`config.mk`:
```
export PLATFORM = sky130hd
export DESIGN_NAME = pipe_hazard_ctrl
export DESIGN_NICKNAME = d
export VERILOG_FILES = /design/src/rtl/pipe_hazard_ctrl.sv
export SDC_FILE = /design/constraint.sdc
export NUM_CORES = 1
export LEC_CHECK = 0
export CELL_PAD_IN_SITES_DETAIL_PLACEMENT = 0
export CELL_PAD_IN_SITES_GLOBAL_PLACEMENT = 1
export CORE_AREA = 2 2 61 63
export DETAILED_ROUTE_END_ITERATION = 10
export DIE_AREA = 0 0 63 65
export PLACE_DENSITY_LB_ADDON = 0.1
export SLEW_MARGIN = 40
export SYNTH_ARGS = -nofsm -noshare
export SYNTH_HDL_FRONTEND = slang
export SYNTH_SLANG_ARGS = --single-unit
```
`constraint.sdc`:
```
create_clock -name clk -period 3 [get_ports clk]
set_clock_uncertainty 0.1 [all_clocks]
set_input_delay 0.6 -clock clk [delete_from_list [all_inputs] [get_ports clk]]
set_output_delay 0.6 -clock clk [all_outputs]
set_load 0.03 [all_outputs]
```
`src/rtl/pipe_hazard_ctrl.sv`:
```
// Pipeline hazard controller: redirect flush, imem wait/timeout, load-use stall, halt.
// Optional macro HAZARD_PERF_CNT_EN adds saturating stall_cnt / flush_cnt outputs.
module pipe_hazard_ctrl #(
  parameter int unsigned FLUSH_CYCLES = 2,
  parameter int unsigned WAIT_LIMIT   = 255
) (
  input  logic        clk,
  input  logic        rst,
  input  logic        start,
  input  logic        imem_ready,
  input  logic [6:0]  id_opcode,
  input  logic [4:0]  id_rs1,
  input  logic [4:0]  id_rs2,
  input  logic [4:0]  ex_rd,
  input  logic        ex_mem_read,
  input  logic        ex_redirect,
  output logic        pc_running,
  output logic        pc_write,
  output logic        keep_instr,
  output logic        flush_if_id,
  output logic        bubble_ex,
  output logic        fault,
  output logic [2:0]  state_o
`ifdef HAZARD_PERF_CNT_EN
  ,
  output logic [31:0] stall_cnt,
  output logic [31:0] flush_cnt
`endif
);

  // state | meaning
  // IDLE  | waiting for start, everything quiet
  // RUN   | normal fetch; handles redirect, imem wait, load-use, system op
  // FLUSH | squashing IF/ID after a redirect
  // WAIT  | imem not ready; pipeline frozen, timeout counting
  // HALT  | stopped (system op or imem timeout) until rst
  typedef enum logic [2:0] {
    ST_IDLE  = 3'd0,
    ST_RUN   = 3'd1,
    ST_FLUSH = 3'd2,
    ST_WAIT  = 3'd3,
    ST_HALT  = 3'd4
  } state_t;

  localparam logic [6:0] OP_REG    = 7'b0110011;
  localparam logic [6:0] OP_STORE  = 7'b0100011;
  localparam logic [6:0] OP_BRANCH = 7'b1100011;
  localparam logic [6:0] OP_SYSTEM = 7'b1110011;

  // The redirect cycle in RUN already flushes once, so the counter holds the remainder.
  localparam logic [2:0] FLUSH_RELOAD = 3'(FLUSH_CYCLES - 1);
  // A redirect deferred from WAIT has not flushed yet, so it gets the full count.
  localparam logic [2:0] FLUSH_FULL   = 3'(FLUSH_CYCLES);
  localparam logic [7:0] WAIT_LAST    = 8'(WAIT_LIMIT - 1);

  state_t     state_q, state_d;
  logic [2:0] flush_left_q, flush_left_d;
  logic [7:0] wait_cnt_q, wait_cnt_d;
  logic       redir_pend_q, redir_pend_d;
  logic       fault_q, fault_d;
  logic       uses_rs2;
  logic       load_use;

  assign uses_rs2 = (id_opcode == OP_REG) || (id_opcode == OP_STORE) ||
                    (id_opcode == OP_BRANCH);
  assign load_use = ex_mem_read && (ex_rd != 5'd0) &&
                    ((ex_rd == id_rs1) || ((ex_rd == id_rs2) && uses_rs2));

  always_ff @(posedge clk) begin
    if (rst) begin
      state_q      <= ST_IDLE;
      flush_left_q <= 3'd0;
      wait_cnt_q   <= 8'd0;
      redir_pend_q <= 1'b0;
      fault_q      <= 1'b0;
    end else begin
      state_q      <= state_d;
      flush_left_q <= flush_left_d;
      wait_cnt_q   <= wait_cnt_d;
      redir_pend_q <= redir_pend_d;
      fault_q      <= fault_d;
    end
  end

  always_comb begin
    state_d      = state_q;
    flush_left_d = flush_left_q;
    wait_cnt_d   = wait_cnt_q;
    redir_pend_d = redir_pend_q;
    fault_d      = fault_q;
    pc_running   = 1'b0;
    pc_write     = 1'b0;
    keep_instr   = 1'b0;
    flush_if_id  = 1'b0;
    bubble_ex    = 1'b0;

    case (state_q)
      ST_IDLE: begin
        if (start) state_d = ST_RUN;
      end

      ST_RUN: begin
        pc_running = 1'b1;
        pc_write   = 1'b1;
        if (ex_redirect) begin
          flush_if_id  = 1'b1;
          bubble_ex    = 1'b1;
          flush_left_d = FLUSH_RELOAD;
          state_d      = (FLUSH_CYCLES == 1) ? ST_RUN : ST_FLUSH;
        end else if (!imem_ready) begin
          keep_instr   = 1'b1;
          bubble_ex    = 1'b1;
          pc_write     = 1'b0;
          wait_cnt_d   = 8'd0;
          redir_pend_d = 1'b0;
          state_d      = ST_WAIT;
        end else if (load_use) begin
          keep_instr = 1'b1;
          bubble_ex  = 1'b1;
          pc_write   = 1'b0;
        end else if (id_opcode == OP_SYSTEM) begin
          state_d = ST_HALT;
        end
      end

      ST_FLUSH: begin
        pc_running  = 1'b1;
        flush_if_id = 1'b1;
        pc_write    = imem_ready;
        if (ex_redirect) begin
          flush_left_d = FLUSH_RELOAD;
          if (FLUSH_CYCLES == 1) state_d = ST_RUN;
        end else if (imem_ready) begin
          // This cycle's flush consumes the last count when the counter is at 1.
          if (flush_left_q <= 3'd1) begin
            flush_left_d = 3'd0;
            state_d      = ST_RUN;
          end else begin
            flush_left_d = flush_left_q - 3'd1;
          end
        end
      end

      ST_WAIT: begin
        pc_running = 1'b1;
        keep_instr = 1'b1;
        bubble_ex  = 1'b1;
        wait_cnt_d = wait_cnt_q + 8'd1;
        if (ex_redirect) redir_pend_d = 1'b1;
        if (imem_ready) begin
          redir_pend_d = 1'b0;
          if (redir_pend_q || ex_redirect) begin
            flush_left_d = FLUSH_FULL;
            state_d      = ST_FLUSH;
          end else begin
            state_d = ST_RUN;
          end
        end else if (wait_cnt_q == WAIT_LAST) begin
          fault_d = 1'b1;
          state_d = ST_HALT;
        end
      end

      ST_HALT: begin
        keep_instr = 1'b1;
      end

      default: state_d = ST_IDLE;
    endcase
  end

  assign fault   = fault_q;
  assign state_o = state_q;

`ifdef HAZARD_PERF_CNT_EN
  always_ff @(posedge clk) begin
    if (rst) begin
      stall_cnt <= 32'd0;
      flush_cnt <= 32'd0;
    end else begin
      if (keep_instr && pc_running && (stall_cnt != 32'hFFFF_FFFF))
        stall_cnt <= stall_cnt + 32'd1;
      if (flush_if_id && (flush_cnt != 32'hFFFF_FFFF))
        flush_cnt <= flush_cnt + 32'd1;
    end
  end
`else
  // Performance counters are not built in this configuration.
`endif

endmodule

```
==> results.cfg <==
[outcome]
run_status = completed

[die]
die_area_um2 = 4100
die_x_um = 63
core_um2 = 3500
start_util_pct = 32.7
core.rowCount = 22
ios = 37
dieHeight_um = 65

[clock_tree]
h-tree-depth = 1
cts_tree = built
cts_hold_buffers = 0
clockRootBuffer = clkbuf_4
insertion_delay_ps = 290
clk_path_buf_depth = 2
clock-sinks = 16
clk_pin_slew_worst_paths_ps = 100
numCtsBuffers = 3

[synthesis]
synthArstFlopShare_pct = 0
yosys_register_bits = 16
yosysWarnings = 0
synth.area.mux_share_pct = 0
synth_edf_count = 0
yosys.area_share.simple_pct = 27.8
syn_area_per_cell_um2 = 7.42
synth_ff_type = dfxtp_1
synth.distinct_cells = 37
synth_top_family_by_area = simple AND/OR/NAND/NOR gates
seq_area_frac_synth_pct = 28.0
yosys-top-cells-area = dfxtp_1 (28%), xnor2_1 (7.7%), nor2_1 (7.6%)
postSynthNetCount = 186
synth-xor-area-share_pct = 10.7
syn_inst = 154
synth-compound-area-share_pct = 24.5
yosys.area_share.adder_pct = 4.38
synth_area_leader_cell = dfxtp_1
syn_area_um2 = 1140
yosysTopAreaCellShare_pct = 28.0

[critical_path]
cpMaxStageDelayCell = clkdlybuf4s50_1
worstPathBufferInverterCount = 2
crit_path_start = ex_rd[3]
crit_path_max_fanout = 2
cp_top_family = buffers and inverters
r2r-start = state_o[1]
crit_required_ps = 2300
arrival_ps = 2180
critPathMaxStageDelay_ps = 420
crit_path_start_kind = input pin
cp-end-kind = output port
cp_cell_sequence = clkdlybuf4s50_1 -> or4_1 -> o21a_1 -> o21ai_1 -> a21oi_1 -> o32ai_2 -> buf_4
path_class = in -> out

[detailed_routing]
wl_um = 3180
drtPass1Iterations = 5
detail_route.wl_per_cell_um = 12.9
dr.first_iter.drc_count = 72
viasPerCell = 5.12
drc = 0
num_vias = 1264
ant_nets = 0

[cells_and_area]
final_cells = 247
final_nets = 232
drive_gt1_share_pct = 12.6
syn_to_final_growth_pct = 46.9
finish.instance_area_um2 = 1680
antenna_cells = 0

[global_routing]
grt_max_degree = 15
antenna_found_initial = 0
grt.total_usage_pct = 15.9
gr-total-overflow = 0
grt_pass1_wl_um = 5340
grt_pass1_vias = 1170

[placement]
place_area_um2 = 1610
dp_hpwl_um = 2450
place_congestion = 0.794
numPortBuffers = 36
dp.cells = 243

[min_path]
hp-class = reg -> reg
min-delay-start = fault

[power_and_ir_drop]
ir_drop_mv = 0.163
p_leak_nw = 0.628
powerDensity_nw_per_um2 = 373

[timing]
rsz0062_at_grt = true
fmaxAchievable_mhz = 347
hold_viol_final = 0
worstMarginPinSlew_ps = 458
setup_viol = 0
relSlewSlack_pct = 69.4
min_period_over_period_pct = 96.1
fin_crit_ps = 2880
report.final.slew_viol_count = 0

[job]
maxCapViolations = 0
==> metrics by stage <==
step | TNS [ps] | worst slack (ps) | hold WS, ps | util, % | power [W]
6_report | 0 | 118 | 383 | 48.0 | 0.000626
5_1_grt | -32.6 | -32.6 | 412 | 48.0 | 0.000666
4_1_cts | 0 | 8.95 | 392 | 47.1 | 0.000625
3_5_place_dp | -38.5 | -38.5 | 368 | 46.1 | 0.000476
3_3_place_gp | -15.0 | -15.0 | 368 | 46.1 | 0.000476
2_1_floorplan | 0 | 303 | 354 | - | 0.000371
==> layer usage <==
metal | track usage, % | wire length [um] | share of wire (%)
met5 | 0 | 0 | 0
met4 | 5.00 | 22 | 0.69
met3 | 2.95 | 213 | 6.7
met2 | 25.1 | 1430 | 45
met1 | 22.0 | 1520 | 48
==> kinds of logic (layout without fill, tap and decap cells) <==
logic type / after synthesis / count (layout)
simple gates: 64 / 64
compound gates: 43 / 43
flops: 16 / 16
xor+xnor: 14 / 14
buf+inv: 13 / 58
fa+ha+maj: 4 / 4
==> state kept, by name, summed over array words and instances (netlist names) <==
signal	flops
flush_left_q	3
state_o	3
fault	1
redir_pend_q	1
wait_cnt_q	8
==> layout by cell type (no fill, tap or decap), drive strengths merged, types with 2 or more instances in the layout <==
cell / netlist / routed
a31o: 2 / 2
o22ai: 3 / 3
o21a: 4 / 4
clkdlybuf4s50: 0 / 30
dlygate4sd2: 0 / 2
a21oi: 13 / 13
nor4: 3 / 3
nand3: 6 / 6
and4: 2 / 2
buf: 2 / 14
inv: 7 / 7
nand4: 5 / 5
xnor2: 10 / 10
nor2b: 2 / 2
or3: 2 / 2
clkbuf: 4 / 4
o21ai: 9 / 9
o211ai: 2 / 2
xor2: 4 / 4
ha: 4 / 4
dfxtp: 16 / 16
nor3: 6 / 6
or4: 2 / 2
nand2: 9 / 9
nor2: 23 / 23
nand2b: 2 / 2
==> Yosys cell counts, types with 2 or more instances <==
cell type,number
o21a_1,4
a21oi_1,13
buf_2,2
nor2b_1,2
dfxtp_1,16
nor2_1,23
inv_1,6
o211ai_1,2
nor4_1,3
xnor2_1,10
xor2_1,4
and4_1,2
ha_1,4
a31o_2,2
or4_1,2
nand2_1,9
clkbuf_1,4
nand4_1,5
nor3_1,6
or3_1,2
nand2b_1,2
o22ai_1,3
nand3_1,6
o21ai_0,9
==> worst reg2reg max path: stages (launching register included) <==
cell      delay [ps]
dfxtp_1          390
buf_4            190
inv_2             80
o22ai_1           90
a2111o_1         480
or4_1            410
a21oi_1          140
==> power by group <==
group          switching [W]  internal, W
clock              0.0000748    0.0000738
sequential        0.00000801     0.000221
combinational       0.000130     0.000118
==> what timing repair did <==
action,CTS,global route
endpoints found under the hold margin,0,0
setup endpoints to repair,1,3
pin swaps,4,4
setup buffers,0,0
resized for setup,3,5
==> final timing paths <==
path                                        end  slack (ps)  cells after the start
worst min register to register            fault         380                      2
worst max-delay path                   pc_write         120                      7
worst min-delay path                      fault         380                      2
worst max register to register  flush_left_q[2]        1060                      6
==> layout make-up <==
cell class              count  area [um^2]
clock buffers               4         36.3
fillers                   350         1820
inverters                   7         26.3
multi-input cells         125          800
flip-flops and latches     16          320
well taps                  48         60.1
repair buffers             47          435
(Power assumes the default switching activity.)
